`config.mk`:
```
export PLATFORM = sky130hd
export DESIGN_NAME = bcd_digit_scanner_flat
export DESIGN_NICKNAME = d
export VERILOG_FILES = /design/src/rtl/seg_pkg.sv /design/src/rtl/bcd_digit_scanner_if.sv /design/src/rtl/bcd_digit_scanner_scan_prescaler.sv /design/src/rtl/bcd_digit_scanner.sv /design/src/flat_wrapper.sv
export SDC_FILE = /design/constraint.sdc
export NUM_CORES = 1
export LEC_CHECK = 0
export CAP_MARGIN = 20
export CORE_MARGIN = 10
export CORE_UTILIZATION = 23
export DETAILED_ROUTE_END_ITERATION = 10
export GPL_TIMING_DRIVEN = 1
export RECOVER_POWER = 25
export SYNTH_ARGS = -nofsm -noshare
export SYNTH_HDL_FRONTEND = slang
export SYNTH_HIERARCHICAL = 1
export SYNTH_SLANG_ARGS = --single-unit
```
`constraint.sdc`:
```
create_clock -name clk -period 2.51 [get_ports clk]
set_input_delay 0.251 -clock clk [delete_from_list [all_inputs] [get_ports clk]]
set_output_delay 0.251 -clock clk [all_outputs]
set_load 0.01 [all_outputs]
```
`src/rtl/seg_pkg.sv`:
```
// Shared definitions for the 7-segment display path.
//   BCD_W      : width of one BCD digit code
//   BCD_BLANK  : code the downstream decoder renders with all segments off
//   idx_width  : bits needed to address a digit position (at least 1)
package seg_pkg;

    localparam int BCD_W = 4;
    localparam logic [BCD_W-1:0] BCD_BLANK = 4'hF;

    // What a single output cycle presents to the display
    typedef enum logic [1:0] {
        SLOT_DARK,
        SLOT_DIGIT,
        SLOT_BLANKED
    } slot_kind_t;

    function automatic int idx_width(input int n);
        return (n > 1) ? $clog2(n) : 1;
    endfunction

endpackage

```
`src/rtl/bcd_digit_scanner_if.sv`:
```
// Bundle of the scanner's control and display signals.
//   master : drives enable, digits_in, load, blank_lz, blink_mask;
//            observes bcd_out, digit_sel, frame_tick
//   slave  : the scanner itself (mirror image of master)
interface bcd_digit_scanner_if #(
    parameter int NUM_DIGITS = 8
);
    import seg_pkg::*;

    logic                          enable;
    logic [BCD_W*NUM_DIGITS-1:0]   digits_in;
    logic                          load;
    logic                          blank_lz;
    logic [NUM_DIGITS-1:0]         blink_mask;
    logic [BCD_W-1:0]              bcd_out;
    logic [NUM_DIGITS-1:0]         digit_sel;
    logic                          frame_tick;

    modport master (
        output enable, digits_in, load, blank_lz, blink_mask,
        input  bcd_out, digit_sel, frame_tick
    );

    modport slave (
        input  enable, digits_in, load, blank_lz, blink_mask,
        output bcd_out, digit_sel, frame_tick
    );

endinterface

```
`src/rtl/bcd_digit_scanner_scan_prescaler.sv`:
```
// Dwell-time prescaler for the digit scan.
//   clk, rst : clock and synchronous active-high reset
//   en       : count only while high, otherwise hold
//   count    : current position 0..DIV-1
//   tick     : high while enabled and count is DIV-1 (last cycle of a dwell)
//   zero     : high while count is 0 (first cycle of a dwell)
module scan_prescaler #(
    parameter int DIV = 10000,
    parameter int CW  = (DIV > 1) ? $clog2(DIV) : 1
) (
    input  logic          clk,
    input  logic          rst,
    input  logic          en,
    output logic [CW-1:0] count,
    output logic          tick,
    output logic          zero
);

    // Free-running modulo-DIV counter that freezes while disabled
    always_ff @(posedge clk) begin
        if (rst) begin
            count <= '0;
        end else if (en) begin
            if (count == CW'(DIV - 1)) begin
                count <= '0;
            end else begin
                count <= count + CW'(1);
            end
        end
    end

    assign tick = en && (count == CW'(DIV - 1));
    assign zero = (count == '0);

endmodule

```
`src/rtl/bcd_digit_scanner.sv`:
```
// Time-multiplexed scan controller for a multi-digit 7-segment display.
//   clk, rst : clock and synchronous active-high reset
//   sif      : slave side of bcd_digit_scanner_if
//              enable     - run the scan; low forces a dark display and freezes counters
//              digits_in  - packed BCD word, nibble k is digit k (digit 0 rightmost)
//              load       - capture digits_in, shown from the next frame on
//              blank_lz   - suppress leading zeros (digit 0 always shown)
//              blink_mask - digits that blink with the slow blink phase
//              bcd_out    - registered code to the decoder, BCD_BLANK when dark
//              digit_sel  - registered one-hot digit enable, zero when dark
//              frame_tick - registered one-cycle pulse as the scan wraps to digit 0
module bcd_digit_scanner
    import seg_pkg::*;
#(
    parameter int NUM_DIGITS = 8,
    parameter int SCAN_DIV   = 10000,
    parameter int BLINK_DIV  = 50
) (
    input  logic clk,
    input  logic rst,
    bcd_digit_scanner_if.slave sif
);

    localparam int IW = idx_width(NUM_DIGITS);
    localparam int PW = $clog2(SCAN_DIV);
    localparam int FW = (BLINK_DIV > 1) ? $clog2(BLINK_DIV) : 1;
    localparam int DW = BCD_W * NUM_DIGITS;

    logic [PW-1:0]         presc;
    logic                  presc_tick;
    logic                  presc_zero;
    logic [IW-1:0]         idx;
    logic [DW-1:0]         disp;
    logic [DW-1:0]         pend;
    logic                  pend_v;
    logic [FW-1:0]         frame_cnt;
    logic                  blink_ph;
    logic                  wrap;
    logic [BCD_W-1:0]      cur_digit;
    logic [BCD_W-1:0]      shown;
    logic [NUM_DIGITS-1:0] lz_run;
    slot_kind_t            slot;

    scan_prescaler #(
        .DIV (SCAN_DIV),
        .CW  (PW)
    ) u_presc (
        .clk   (clk),
        .rst   (rst),
        .en    (sif.enable),
        .count (presc),
        .tick  (presc_tick),
        .zero  (presc_zero)
    );

    // Last dwell cycle of the last digit: the frame boundary
    assign wrap      = presc_tick && (idx == IW'(NUM_DIGITS - 1));
    assign cur_digit = disp[int'(idx)*BCD_W +: BCD_W];

    // lz_run[k] is set when digit k and every more significant digit are zero
    always_comb begin
        lz_run = '0;
        lz_run[NUM_DIGITS-1] = (disp[DW-1 -: BCD_W] == '0);
        for (int k = NUM_DIGITS - 2; k >= 0; k--) begin
            lz_run[k] = lz_run[k+1] && (disp[k*BCD_W +: BCD_W] == '0);
        end
    end

    // Decide what the current slot shows; codes A..E pass straight through
    always_comb begin
        shown = cur_digit;
        slot  = SLOT_DIGIT;
        if (presc_zero) begin
            slot = SLOT_DARK;
        end else if ((sif.blank_lz && lz_run[idx] && (idx != '0)) ||
                     (blink_ph && sif.blink_mask[idx])) begin
            slot = SLOT_BLANKED;
        end
        if (slot != SLOT_DIGIT) begin
            shown = BCD_BLANK;
        end
    end

    // Digit index steps once per dwell and wraps after the last digit
    always_ff @(posedge clk) begin
        if (rst) begin
            idx <= '0;
        end else if (presc_tick) begin
            if (idx == IW'(NUM_DIGITS - 1)) begin
                idx <= '0;
            end else begin
                idx <= idx + IW'(1);
            end
        end
    end

    // Display word: loads are parked in pend and committed at the frame
    // boundary so a frame never mixes old and new digits; a load landing
    // exactly on the boundary goes straight into disp
    always_ff @(posedge clk) begin
        if (rst) begin
            disp   <= '0;
            pend   <= '0;
            pend_v <= 1'b0;
        end else if (sif.load && wrap) begin
            disp   <= sif.digits_in;
            pend_v <= 1'b0;
        end else if (sif.load) begin
            pend   <= sif.digits_in;
            pend_v <= 1'b1;
        end else if (wrap && pend_v) begin
            disp   <= pend;
            pend_v <= 1'b0;
        end
    end

    // Blink phase flips every BLINK_DIV complete frames
    always_ff @(posedge clk) begin
        if (rst) begin
            frame_cnt <= '0;
            blink_ph  <= 1'b0;
        end else if (wrap) begin
            if (frame_cnt == FW'(BLINK_DIV - 1)) begin
                frame_cnt <= '0;
                blink_ph  <= ~blink_ph;
            end else begin
                frame_cnt <= frame_cnt + FW'(1);
            end
        end
    end

    // Registered display outputs; the first cycle of each dwell is kept
    // dark so the previous digit's segments cannot ghost onto the next one
    always_ff @(posedge clk) begin
        if (rst || !sif.enable) begin
            sif.bcd_out    <= BCD_BLANK;
            sif.digit_sel  <= '0;
            sif.frame_tick <= 1'b0;
        end else begin
            sif.frame_tick <= wrap;
            sif.bcd_out    <= shown;
            if (slot == SLOT_DARK) begin
                sif.digit_sel <= '0;
            end else begin
                sif.digit_sel <= NUM_DIGITS'(1) << idx;
            end
        end
    end

    // The prescaler must never leave its 0..SCAN_DIV-1 range
    always_ff @(posedge clk) begin
        if (!rst) begin
            assert (int'(presc) < SCAN_DIV);
        end
    end

endmodule
```
`src/flat_wrapper.sv`:
```
// flat-port wrapper written by rule: the top's interface ports become plain ports
module bcd_digit_scanner_flat import seg_pkg::*;
#(
    parameter int NUM_DIGITS = 8,
    parameter int SCAN_DIV   = 10000,
    parameter int BLINK_DIV  = 50
)
  (clk, rst, sif_enable, sif_digits_in, sif_load, sif_blank_lz, sif_blink_mask, sif_bcd_out, sif_digit_sel, sif_frame_tick);
  bcd_digit_scanner_if #(.NUM_DIGITS(NUM_DIGITS)) sif_i ();
  input  logic clk;
  input  logic rst;
  input wire logic [$bits(sif_i.enable)-1:0] sif_enable;
  input wire logic [$bits(sif_i.digits_in)-1:0] sif_digits_in;
  input wire logic [$bits(sif_i.load)-1:0] sif_load;
  input wire logic [$bits(sif_i.blank_lz)-1:0] sif_blank_lz;
  input wire logic [$bits(sif_i.blink_mask)-1:0] sif_blink_mask;
  output wire logic [$bits(sif_i.bcd_out)-1:0] sif_bcd_out;
  output wire logic [$bits(sif_i.digit_sel)-1:0] sif_digit_sel;
  output wire logic [$bits(sif_i.frame_tick)-1:0] sif_frame_tick;
  assign sif_i.enable = sif_enable;
  assign sif_i.digits_in = sif_digits_in;
  assign sif_i.load = sif_load;
  assign sif_i.blank_lz = sif_blank_lz;
  assign sif_i.blink_mask = sif_blink_mask;
  assign sif_bcd_out = sif_i.bcd_out;
  assign sif_digit_sel = sif_i.digit_sel;
  assign sif_frame_tick = sif_i.frame_tick;
  bcd_digit_scanner #(.NUM_DIGITS(NUM_DIGITS), .SCAN_DIV(SCAN_DIV), .BLINK_DIV(BLINK_DIV)) u_core (.clk(clk), .rst(rst), .sif(sif_i));
endmodule
```
## Word-level counts from Yosys, hierarchy flattened

Index checks and enable logic that the tools add are counted.

- Multiplexer cells: 14
- Add/subtract/negate cells: 3
- Order comparisons: 1
- Divide/modulo/power cells: 0
- Eq/ne operators: 5
- Reduce and logical (&&, ||, !) cells: 36
- Bitwise gates (word level): 2
- Shift operators: 2
- Multipliers: 0

Operators by type and width:

| cell | number |
|---|---|
| two-way mux 32 bit | 3 |
| logical NOT 4 bit | 8 |
| indexed part select 32 x 6 -> 4 bit | 1 |
| adder 14 x 1 -> 14 bit (second input constant) | 1 |
| == test 14 bit (second input constant) | 1 |
| logical AND 1 bit | 14 |
| logical NOT 14 bit | 1 |
| two-way mux 14 bit | 1 |
| left shift 1 x 3 -> 8 bit (first input constant) | 1 |
| adder 6 x 1 -> 6 bit (second input constant) | 1 |
| binary-select mux 1 bit (select 3 bit) | 2 |
| == test 6 bit (second input constant) | 1 |
| two-way mux 6 bit | 1 |
| AND reduction 2 bit | 3 |
| OR reduction 2 bit | 3 |
| less-than comparator 3 x 4 -> 1 bit (second input constant) | 1 |
| two-way mux 1 bit | 4 |
| two-way mux 2 bit | 2 |
| inequality test 2 x 1 -> 1 bit (second input constant) | 2 |
| nonzero test 2 bit | 2 |
| adder 3 x 1 -> 3 bit (second input constant) | 1 |
| == test 3 bit (second input constant) | 1 |
| two-way mux 3 bit | 1 |
| nonzero test 3 bit | 1 |
| other kinds (4) | 6 |

- Latch bits: 0
- ROM bits: 0
- Memories: 0
- Input port bits: 45
- Bits in writable memories: 0
- Bits in registers: 102

## Depth between registers and ports, before layout

Gate-level depths: netlist (run 1).

- Word-level depth: 17
- Gate-level depth with buffers: 11
- Gate-level depth less buffers: 8

## By module

The synthesis (run 1) kept the hierarchy.

By module, submodules not included:

| module | area an instance (um2) | cells each | times used | seq. area each (um2) |
|---|---|---|---|---|
| bcd_digit_scanner | 3802.4 | 440 | 1 | 1761.7 |
| scan_prescaler | 713.2 | 82 | 1 | 280.3 |

## Worst setup path after synthesis (run 1)

Ideal clock, no wire load.

- Kind: reg-to-reg
- Start point: register u_core.u_presc.count[6]
- End point: register u_core.pend[3]
- Arrival: 2.308 ns
- Path slack: 0.070 ns
- Library setup time: 0.132 ns
- Stages on the path, launching flop included: 12
- Cells stage by stage: dfxtp_1 > or4_1 > nor3_2 > inv_1 > nor4_1 > buf_2 > and2_1 > clkbuf_1 > nor2_1 > buf_2 > nand2_1 > a21oi_1

- Word-level cells in the longest chain between the ends: 6

Ends and longest elaborated chain:

| element | RTL line | source |
|---|---|---|
| start: declaration | bcd_digit_scanner_scan_prescaler.sv:14 | `output logic [CW-1:0] count,` |
| start signal: assignment | bcd_digit_scanner_scan_prescaler.sv:27 | `count <= count + CW'(1);` |
| == test 14 bit | bcd_digit_scanner_scan_prescaler.sv:32 | `assign tick = en && (count == CW'(DIV - 1));` |
| logical AND 1 bit | bcd_digit_scanner_scan_prescaler.sv:32 |  |
| net u_core.presc_tick | bcd_digit_scanner.sv:30 | `logic presc_tick;` |
| logical AND 1 bit | bcd_digit_scanner.sv:57 | `assign wrap = presc_tick && (idx == IW'(NUM_DIGITS - 1));` |
| logical AND 1 bit | bcd_digit_scanner.sv:105 | `end else if (sif.load && wrap) begin` |
| NOT 1 bit (no source line) | - |  |
| AND reduction 2 bit (no source line) | - |  |
| end signal: assignment | bcd_digit_scanner.sv:109 | `pend <= sif.digits_in;` |
| end: declaration | bcd_digit_scanner.sv:34 | `logic [DW-1:0] pend;` |

The timed path passes the listed nets, and every way through them passes these cells.
A chain may end at the register's enable or synchronous reset.

## Worst setup path in the final report (run 1)

- Start point: register u_core.u_presc.count[7]
- End point: register u_core.frame_cnt[5]

- Word-level cells in the longest chain between the ends: 3

Ends and longest elaborated chain:

| element | RTL line | source |
|---|---|---|
| == test 14 bit | bcd_digit_scanner_scan_prescaler.sv:32 |  |
| logical AND 1 bit | bcd_digit_scanner_scan_prescaler.sv:32 |  |
| net u_core.presc_tick | bcd_digit_scanner.sv:30 |  |
| logical AND 1 bit | bcd_digit_scanner.sv:57 |  |
| end signal: assignment | bcd_digit_scanner.sv:127 | `frame_cnt <= frame_cnt + FW'(1);` |
| end: declaration | bcd_digit_scanner.sv:36 | `logic [FW-1:0] frame_cnt;` |

The timed path passes the listed nets, and every way through them passes these cells.

==> results.json, run 1 <==
{
  "run_status": "completed",
  "worst_setup_path_startpoint": "u_core/u_presc/count[7]",
  "timing.rr.start": "u_core/u_presc/count[7]",
  "timing.critical_path.cells": "or4_1 -> nor3_2 -> inv_1 -> nor4_4 -> and2_4 -> nand4_1 -> or3_1 -> a21oi_1",
  "hp-start": "rst",
  "dieWidth_um": 160,
  "count_of_flip_flops_with_a_built_in_enable_after_synthesis": 0,
  "critical-path-max-stage-delay_ns": 0.52,
  "clk_pin_slew_ns": 0.07,
  "async_flop_share_pct": 0,
  "drc": 0,
  "yosys_register_bits": 102,
  "cp-start-kind": "flop",
  "avgViaCountPerCell": 4.46,
  "timing.slew.headroom_pct": 47.1,
  "start_util_pct": 23.3,
  "finalClockSkew_ns": 0.0122,
  "power.static_leakage_nw": 2.00,
  "hp-class": "primary input to flop",
  "netlist.area_leader.share_pct": 45.2,
  "grt_pass1_vias": 3621,
  "cts_hold_repair.buffers": 0,
  "vdd.ir_drop.worst_uv": 388,
  "clk_root_buffer_cell": "sky130_fd_sc_hd__clkbuf_16",
  "critical_path_class": "flop to flop",
  "area_of_the_placeable_core_sq_mm": 0.0194,
  "timing.critical_path.to_type": "flop",
  "htreeDepth": 3,
  "crit_path_top_delay_cell": "sky130_fd_sc_hd__or4_1",
  "finish.net_count": 634,
  "placement.io_buffers": 57,
  "cts_inserted_buffers": 9,
  "final-max-slew-violation-count": 0,
  "syn_to_final_growth_pct": 28.6,
  "cp_data_required_time_ns": 2.79,
  "floorplan.die.height_um": 160,
  "grtUsageTotal_pct": 8.79,
  "first_pass_iters": 4,
  "route.antenna.remaining_nets": 0,
  "totalWireLength_mm": 11.5,
  "yosys_warnings": 6,
  "clock_sink_count": 102,
  "synth_top_area_cell": "sky130_fd_sc_hd__dfxtp_1",
  "yosys_most_used_dff": "sky130_fd_sc_hd__dfxtp_1",
  "clock_tree_from_tritoncts": "done",
  "max_cap_violations": 0,
  "synthesis.area_sq_mm": 0.00452,
  "period_minus_slack_ns": 2.36,
  "largest_net_degree_at_the_start_of_global_routing": 73,
  "row_count": 51,
  "yosysUniqueCellTypes": 38,
  "worst_hold_stages": 3,
  "synth_area_per_cell_sq_um": 8.65,
  "wire_per_inst_um": 13.6,
  "detailedPlacementHpwl_mm": 8.20,
  "synth.yosys.seq_area_share_pct": 45.2,
  "ioPinCount": 58,
  "drive_gt1_share_pct": 10.6,
  "grt_antenna_before_repair": 0,
  "count_of_cells_along_the_worst_register_to_register_path": 8,
  "worstPathMaxFanout": 3,
  "power-per-cell-area_mw_per_mm2": 567,
  "postSynthNetCount": 577,
  "insertedDiodeCount": 0,
  "synthesis.instances": 522,
  "tot_pwr_w": 0.00329,
  "tightest_slew_ns": 0.794,
  "timing.critical_path.arrival_ns": 2.64,
  "cts_max_path_buffers": 2,
  "die_area_sq_mm": 0.0256,
  "grt_pass1_wl_mm": 18.7,
  "fmax_mhz": 423,
  "final_setup_viols": 0,
  "timing.final.crit_share_pct": 94.1,
  "clk-insertion-delay-late_ns": 0.35,
  "iteration_0_drc_count_of_the_detailed_router": 194,
  "synth_area_leaders": "sky130_fd_sc_hd__dfxtp_1, sky130_fd_sc_hd__nand2_1, sky130_fd_sc_hd__a211oi_1",
  "vias": 3783,
  "finish.utilization_pct": 29.9,
  "finalHoldViolations": 0,
  "grt-ovfl-total": 0,
  "finalWeightedCongestion": 0.796
}
[layout by cell type (no fill, tap or decap), types with 2 or more instances in the layout]
cell type	netlist	final
sky130_fd_sc_hd__o21ai_0	23	23
sky130_fd_sc_hd__nor2_1	67	65
sky130_fd_sc_hd__clkdlybuf4s50_1	0	43
sky130_fd_sc_hd__clkbuf_4	0	2
sky130_fd_sc_hd__buf_12	0	3
sky130_fd_sc_hd__nor3_1	4	4
sky130_fd_sc_hd__mux4_2	9	9
sky130_fd_sc_hd__inv_1	9	9
sky130_fd_sc_hd__clkinvlp_4	0	2
sky130_fd_sc_hd__o22ai_1	13	13
sky130_fd_sc_hd__dlygate4sd3_1	0	13
sky130_fd_sc_hd__xor2_1	8	8
sky130_fd_sc_hd__nand3b_1	19	19
sky130_fd_sc_hd__xnor2_1	10	10
sky130_fd_sc_hd__inv_6	0	3
sky130_fd_sc_hd__nand2_1	79	78
sky130_fd_sc_hd__buf_4	1	20
sky130_fd_sc_hd__and2_1	6	4
sky130_fd_sc_hd__a211oi_2	0	2
sky130_fd_sc_hd__a211oi_1	34	32
sky130_fd_sc_hd__mux2i_1	9	9
sky130_fd_sc_hd__and3_1	5	5
sky130_fd_sc_hd__nor4_1	14	13
sky130_fd_sc_hd__clkbuf_16	0	10
sky130_fd_sc_hd__a21oi_1	35	35
sky130_fd_sc_hd__dfxtp_1	102	102
sky130_fd_sc_hd__nand3_1	7	7
sky130_fd_sc_hd__nand4_1	9	9
sky130_fd_sc_hd__ha_1	10	10
[per-layer routing]
metal,global-route usage [%],share of wire [%],vias to the layer above
met2,13.0,45,80
li1,-,-,1945
met4,2.71,1.2,0
met1,11.8,49,1747
met3,2.90,5.5,11
met5,0,0,-
[per-stage QoR]
stage	hold slack (ns)	cells	setup TNS, ns	worst slack (ns)	area, sq um
detailed placement	0.442	829	0	0.0555	5450
global route	0.318	848	-0.453	-0.0382	5810
CTS	0.290	844	0	0.0234	5730
floorplan	0.387	522	0	0.0696	4520
global placement	0.436	829	0	0.114	5450
finish	0.299	848	0	0.149	5810
[power by group]
group / switching [W] / internal, W / total, W
clock: 0.000623 / 0.000705 / 0.00133
combinational: 0.000148 / 0.000139 / 0.000288
sequential: 0.0000197 / 0.00165 / 0.00167
[Yosys cell counts, types with 10 or more instances]
cell type                  instances
sky130_fd_sc_hd__o22ai_1          13
sky130_fd_sc_hd__xnor2_1          10
sky130_fd_sc_hd__nor4_1           14
sky130_fd_sc_hd__ha_1             10
sky130_fd_sc_hd__clkbuf_1         23
sky130_fd_sc_hd__o21ai_0          23
sky130_fd_sc_hd__nand2_1          79
sky130_fd_sc_hd__nor2_1           67
sky130_fd_sc_hd__a21oi_1          35
sky130_fd_sc_hd__nand3b_1         19
sky130_fd_sc_hd__a211oi_1         34
sky130_fd_sc_hd__dfxtp_1         102
[layout make-up]
cell class / instances / area [sq um]
clock buffer: 10 / 239
multi-input combinational: 373 / 2300
inverter: 10 / 37.5
tap: 265 / 332
sequential: 102 / 2040
timing repair buffer: 83 / 816
fill: 2128 / 13600
clock inverter: 5 / 41.3
[worst paths after layout]
path / to / slack (ns)
worst max register to register: u_core/frame_cnt[5] / 0.15
worst max-delay path: u_core/frame_cnt[5] / 0.15
worst min-delay path: u_core/sif.frame_tick / 0.30
worst min register to register: u_core/pend[12] / 0.45
[sequential cells by signal, summed over array words and instances (netlist names)]
signal,count
u_core/pend,32
u_core/sif.digit_sel,8
u_core/pend_v,1
u_core/u_presc/count,14
u_core/idx,3
u_core/sif.frame_tick,1
u_core/disp,32
u_core/frame_cnt,6
u_core/blink_ph,1
u_core/sif.bcd_out,4
[logic make-up after synthesis]
family	share of synthesized area, %
AO/OA/AOI/OAI	14.9
XOR/XNOR	3.49
adder cells (fa/ha/maj)	2.77
buffers and inverters	4.54
flip-flops	45.2
multiplexers	6.48
AND/OR/NAND/NOR	22.6
[critical path, delay by kind of cell, from the launching register on]
kind | cells | cell delay (ns)
simple gates | 6 | 1.73
flops | 1 | 0.33
compound gates | 1 | 0.13
buf+inv | 1 | 0.10
[repair_timing]
action,4_1_cts,5_1_grt
endpoints found under the setup margin,0,71
setup buffers,0,3
resized for setup,0,7
Note: power is estimated with default switching activity, not from simulation.
==> run 2, diff against run 1 <==
--- a/config.mk
+++ b/config.mk
@@ -5,6 +5,7 @@
 export SDC_FILE = /design/constraint.sdc
 export NUM_CORES = 1
 export LEC_CHECK = 0
+export ABC_AREA = 1
 export CAP_MARGIN = 20
 export CORE_MARGIN = 10
 export CORE_UTILIZATION = 23
==> results.json, run 2 <==
{
  "run_status": "completed",
  "synthesis.area_sq_mm": 0.00474,
  "timing.critical_path.to_type": "flop",
  "async_flop_share_pct": 0,
  "grtUsageTotal_pct": 9.25,
  "largest_net_degree_at_the_start_of_global_routing": 42,
  "critical_path_class": "primary input to flop",
  "grt_pass1_vias": 3909,
  "fmax_mhz": 494,
  "finish.net_count": 776,
  "final-max-slew-violation-count": 0,
  "grt-ovfl-total": 0,
  "yosys_register_bits": 102,
  "detailedPlacementHpwl_mm": 8.86,
  "synth.most_common_cell": "sky130_fd_sc_hd__nand2_1",
  "tightest_slew_ns": 0.544,
  "timing.final.crit_share_pct": 80.7,
  "htreeDepth": 3,
  "start_util_pct": 23.4,
  "count_of_flip_flops_with_a_built_in_enable_after_synthesis": 0,
  "clk_root_buffer_cell": "sky130_fd_sc_hd__clkbuf_16",
  "cts_hold_repair.buffers": 0,
  "floorplan.die.height_um": 164,
  "placement.io_buffers": 57,
  "cp-start-kind": "primary input",
  "die_area_sq_mm": 0.0268,
  "setup_tns_ns": 0,
  "finalWeightedCongestion": 0.857,
  "cts-resized-gates": 0,
  "power-per-cell-area_mw_per_mm2": 557,
  "worstPathMaxFanout": 7,
  "timing.critical_path.arrival_ns": 2.27,
  "most_frequent_cells_in_the_layout": "sky130_fd_sc_hd__nand2_1, sky130_fd_sc_hd__dfxtp_1, sky130_fd_sc_hd__o21ai_0",
  "cts_max_path_buffers": 2,
  "cts_inserted_buffers": 9,
  "final_setup_viols": 0,
  "register_area_sq_mm": 0.00204,
  "area_of_the_placeable_core_sq_mm": 0.0202,
  "synth_area_leaders": "sky130_fd_sc_hd__dfxtp_1, sky130_fd_sc_hd__o21ai_0, sky130_fd_sc_hd__nand2_1",
  "grt_antenna_before_repair": 0,
  "route.antenna.remaining_nets": 0,
  "netlist.area_leader.share_pct": 43.0,
  "ff2ff_setup_slack_ns": 0.58,
  "power.static_leakage_nw": 2.47,
  "syn_to_final_growth_pct": 24.0,
  "postSynthNetCount": 725,
  "cts.repair_timing.setup_buffer_count": 0,
  "timing.slew.headroom_pct": 63.6,
  "holdWs_ns": 0.451,
  "dp_slack_ns": 0.392,
  "period_minus_slack_ns": 2.03,
  "layout.filler_cells": 2194,
  "clk_pin_slew_ns": 0.07,
  "synth.yosys.seq_area_share_pct": 43.0,
  "wire_per_inst_um": 12.3,
  "mostFrequentLayoutCell": "sky130_fd_sc_hd__nand2_1",
  "grt_pass1_wl_mm": 20.2,
  "drc": 0,
  "synth_top_area_cell": "sky130_fd_sc_hd__dfxtp_1",
  "iteration_0_drc_count_of_the_detailed_router": 295,
  "synthesis.instances": 670,
  "clock_tree_from_tritoncts": "done",
  "yosys_most_used_dff": "sky130_fd_sc_hd__dfxtp_1",
  "finalClockSkew_ns": 0.00922,
  "setup_ws_ns": 0.484,
  "multi_input_comb_area_sq_mm": 0.00222,
  "max_cap_violations": 0,
  "grt_setup_unrepaired": "false",
  "insertedDiodeCount": 0,
  "ioPinCount": 58,
  "first_pass_iters": 5,
  "clock_sink_count": 102,
  "finalHoldViolations": 0,
  "synthTopCellsByCount": "sky130_fd_sc_hd__nand2_1, sky130_fd_sc_hd__dfxtp_1, sky130_fd_sc_hd__o21ai_0, sky130_fd_sc_hd__nor2_1, sky130_fd_sc_hd__inv_1",
  "avgViaCountPerCell": 4.24,
  "clk-insertion-delay-late_ns": 0.35,
  "vias": 4221,
  "hp-class": "flop to flop",
  "top_regs": "u_core/disp: 32 flops, u_core/pend: 32 flops, u_core/u_presc/count: 14 flops",
  "yosysUniqueCellTypes": 33,
  "cp_data_required_time_ns": 2.76,
  "synth_area_per_cell_sq_um": 7.08,
  "finish.utilization_pct": 29.1,
  "yosys_warnings": 6,
  "row_count": 52,
  "dieWidth_um": 164,
  "vdd.ir_drop.worst_uv": 255,
  "drive_gt1_share_pct": 5.79,
  "totalWireLength_mm": 12.2
}
## run 2: cell types whose count changed in the layout (fill, tap and decap cells not counted), sizes merged, moves of 16 or more
| cell | previous run | this run |
|---|---|---|
| nand3b | 19 | 3 |
| a211oi | 34 | 0 |
| a21oi | 35 | 76 |
| nand2 | 79 | 111 |
| o21ai | 23 | 105 |
| nand3 | 7 | 24 |
| nor2 | 67 | 88 |
| inv | 12 | 79 |
## run 2: final timing paths
kind / startpoint / end / cells after the start
min: u_core/pend[12] / u_core/pend[12] / 2
max: sif_enable / u_core/u_presc/count[9] / 9
max reg2reg: u_core/u_presc/count[0] / u_core/disp[27] / 11
min reg2reg: u_core/pend[12] / u_core/pend[12] / 2
## run 2: worst max-delay path: stages
cell and delay (ns):
sky130_fd_sc_hd__dlygate4sd3_1 0.55, sky130_fd_sc_hd__clkbuf_1 0.33, sky130_fd_sc_hd__nand2_2 0.09, sky130_fd_sc_hd__nor2_1 0.45
sky130_fd_sc_hd__nand2_4 0.05, sky130_fd_sc_hd__nor2_1 0.23, sky130_fd_sc_hd__clkinv_1 0.14, sky130_fd_sc_hd__nor2_1 0.13
sky130_fd_sc_hd__nor2_2 0.05
## run 2: final cells by class
class	count	share of cell area, %
Clock buffer	13	4.42
Sequential cell	102	34.7
Multi-Input combinational cell	454	37.8
Clock inverter	3	0.319
Tap cell	270	5.74
Timing Repair Buffer	72	11.8
Inverter	82	5.23
## run 2: logic make-up after synthesis
group                    count (synthesis)  synth area share [%]
AO/OA/AOI/OAI                          194                  21.2
AND/OR/NAND/NOR                        242                  21.8
buffers and inverters                  114                  9.84
multiplexers                             1                 0.211
adder cells (fa/ha/maj)                 10                  2.64
flip-flops                             102                  43.0
XOR/XNOR                                 7                  1.29
## run 2: per-stage QoR
step,total power [W],instances,instance area (sq um)
6_report,0.00328,996,5880
5_1_grt,0.00342,996,5880
4_1_cts,0.00333,996,5900
3_5_place_dp,0.00198,980,5630
3_3_place_gp,0.00198,980,5630
2_1_floorplan,0.00185,670,4740
## run 2: report_power, final
part           switching (W)  total (W)  internal [W]
Sequential         0.0000132    0.00168       0.00166
Combinational       0.000136   0.000261      0.000125
Clock               0.000610    0.00134      0.000727
## run 2: metal layers
layer  vias up  wire [um]  part of all wire [%]  GRT usage [%]
met3         9        511                   4.2           2.16
met1      1847       6270                    51           13.1
li1       2280          -                     -              -
met2        85       5260                    43           13.3
met5         -          0                     0              0
met4         0        176                   1.4           3.41
==> run 3, diff against run 2 <==
==> constraint.sdc (replaced) <==
create_clock -name clk -period 1.7 [get_ports clk]
set_input_delay 0.17 -clock clk [delete_from_list [all_inputs] [get_ports clk]]
set_output_delay 0.17 -clock clk [all_outputs]
set_load 0.01 [all_outputs]
==> results.json, run 3 (synthesis results as in run 2) <==
{
  "run_status": "finished with violations",
  "violations": "negative setup slack",
  "p_int_w": 0.00411,
  "grtUsageTotal_pct": 9.36,
  "avgViaCountPerCell": 4.30,
  "tightest_slew_ns": 0.558,
  "p_clk_share_pct": 45.1,
  "totalWireLength_mm": 13.0,
  "final_setup_viols": 1,
  "final-max-slew-violation-count": 0,
  "power.sequential.fraction_pct": 46.9,
  "iteration_0_drc_count_of_the_detailed_router": 227,
  "cts_inserted_buffers": 9,
  "htreeDepth": 3,
  "first_pass_iters": 5,
  "timing.critical_path.to_type": "flop",
  "row_count": 52,
  "fmax_mhz": 587,
  "grt_pass1_wl_mm": 20.3,
  "route.antenna.remaining_nets": 0,
  "dieWidth_um": 164,
  "finish.net_count": 809,
  "timing.critical_path.arrival_ns": 1.93,
  "drc": 0,
  "power.static_leakage_nw": 2.72,
  "placement.io_buffers": 57,
  "clk-insertion-delay-late_ns": 0.35,
  "top_regs": "u_core/disp: 32 flops, u_core/pend: 32 flops, u_core/u_presc/count: 14 flops",
  "hp-class": "flop to flop",
  "largest_net_degree_at_the_start_of_global_routing": 43,
  "timing.final.crit_share_pct": 100,
  "finalClockSkew_ns": 0.00705,
  "mostFrequentLayoutCell": "sky130_fd_sc_hd__nand2_1",
  "grt-ovfl-total": 0,
  "finalWeightedCongestion": 0.833,
  "max_cap_violations": 0,
  "dp_cells": 1003,
  "grt_pass1_vias": 4106,
  "timing.slew.headroom_pct": 62.7,
  "insertedDiodeCount": 0,
  "clk_root_buffer_cell": "sky130_fd_sc_hd__clkbuf_16",
  "clk_pin_slew_ns": 0.07,
  "grt_antenna_before_repair": 0,
  "cp-start-kind": "flop",
  "cts_hold_repair.buffers": 0,
  "clock_tree_from_tritoncts": "done",
  "ioPinCount": 58,
  "grt_setup_unrepaired": "true",
  "area_of_the_placeable_core_sq_mm": 0.0202,
  "vias": 4422,
  "die_area_sq_mm": 0.0268,
  "layout.filler_cells": 2116,
  "clock_sink_count": 102,
  "setup_ws_ns": -0.00247,
  "wire_per_inst_um": 12.6,
  "finish.cell_count_without_fillers": 1029,
  "vdd.ir_drop.worst_uv": 358,
  "drive_gt1_share_pct": 12.8,
  "p_comb_share_pct": 8.0,
  "critical_path_class": "flop to flop",
  "power-per-cell-area_mw_per_mm2": 814,
  "most_frequent_cells_in_the_layout": "sky130_fd_sc_hd__nand2_1, sky130_fd_sc_hd__dfxtp_1, sky130_fd_sc_hd__o21ai_0",
  "floorplan.die.height_um": 164,
  "finalHoldViolations": 0,
  "cp_data_required_time_ns": 1.93,
  "finish.utilization_pct": 32.0,
  "start_util_pct": 23.4,
  "syn_to_final_growth_pct": 36.5,
  "worstPathMaxFanout": 6,
  "netSwitchingFraction_pct": 22.1,
  "period_minus_slack_ns": 1.70,
  "power_switching_w": 0.00116,
  "cts_max_path_buffers": 2,
  "detailedPlacementHpwl_mm": 9.16
}
==> run 3: cell count changes in the layout (fill, tap and decap cells not counted), sizes merged <==
cell,previous run,this run
buf,14,42
clkinv,6,2
bufinv,0,3
clkinvlp,0,3
inv,79,81
clkdlybuf4s50,43,57
clkbuf,14,15
dlygate4sd3,14,0
==> run 3: routing by layer <==
layer / part of all wire (%) / GRT usage, % / vias to the layer above
li1: - / - / 2341
met1: 49 / 12.5 / 1980
met5: 0 / 0 / -
met4: 2.0 / 4.18 / 0
met2: 44 / 14.0 / 87
met3: 5.1 / 2.16 / 14
==> run 3: per-stage QoR <==
| step | hold WS (ns) | setup slack, ns | total power [W] | setup TNS (ns) | instance area (sq um) |
|---|---|---|---|---|---|
| 2_1_floorplan | 0.242 | 0.000613 | 0.00273 | 0 | 4740 |
| 3_3_place_gp | 0.436 | -0.220 | 0.00294 | -8.06 | 5860 |
| 4_1_cts | 0.452 | -0.0161 | 0.00536 | -0.0352 | 6240 |
| 3_5_place_dp | 0.441 | -0.255 | 0.00295 | -9.71 | 5860 |
| 6_report | 0.450 | -0.00247 | 0.00527 | -0.00247 | 6470 |
| 5_1_grt | 0.470 | -0.0925 | 0.00551 | -2.06 | 6470 |
==> run 3: power by group through the flow <==
| stage | clock (W) | combinational [W] | sequential [W] |
|---|---|---|---|
| 2_1_floorplan | 0 | 0.000193 | 0.00253 |
| 3_3_place_gp | 0 | 0.000417 | 0.00253 |
| 3_5_place_dp | 0 | 0.000420 | 0.00253 |
| 4_1_cts | 0.00246 | 0.000425 | 0.00247 |
| 5_1_grt | 0.00256 | 0.000475 | 0.00248 |
| 6_report | 0.00238 | 0.000420 | 0.00248 |
==> run 3: worst paths after layout <==
path,from,end,slack (ns),cells past startpoint
max,u_core/u_presc/count[1],u_core/disp[1],-0.002,11
min,u_core/pend[28],u_core/pend[28],0.45,2
max reg2reg,u_core/u_presc/count[1],u_core/disp[1],-0.002,11
min reg2reg,u_core/pend[28],u_core/pend[28],0.45,2
==> run 3: critical path: stages, from the launching register on <==
cell and delay (ns):
sky130_fd_sc_hd__dfxtp_4 0.37, sky130_fd_sc_hd__ha_4 0.14, sky130_fd_sc_hd__nand3_2 0.06, sky130_fd_sc_hd__nor2_1 0.09, sky130_fd_sc_hd__nand2_1 0.10, sky130_fd_sc_hd__inv_2 0.09, sky130_fd_sc_hd__nand2_4 0.08, sky130_fd_sc_hd__a21oi_4 0.15
sky130_fd_sc_hd__buf_12 0.14, sky130_fd_sc_hd__buf_6 0.13, sky130_fd_sc_hd__clkbuf_16 0.15, sky130_fd_sc_hd__a21oi_1 0.07
==> run 3: final cells by class <==
class	count	area [sq um]	share of cell area, %
Inverter	82	308	4.75
Clock inverter	7	121	1.87
Timing Repair Buffer	105	1130	17.4
Sequential cell	102	2050	31.7
Clock buffer	9	225	3.48
Tap cell	270	338	5.22
Multi-Input combinational cell	454	2300	35.6
==> run 3: what timing repair did <==
| item | CTS | global route |
|---|---|---|
| endpoints found under the setup margin | 38 | 57 |
| setup buffers | 0 | 3 |
| pin swaps | 3 | 16 |
| cloned | 0 | 7 |
| gates resized for setup | 10 | 20 |
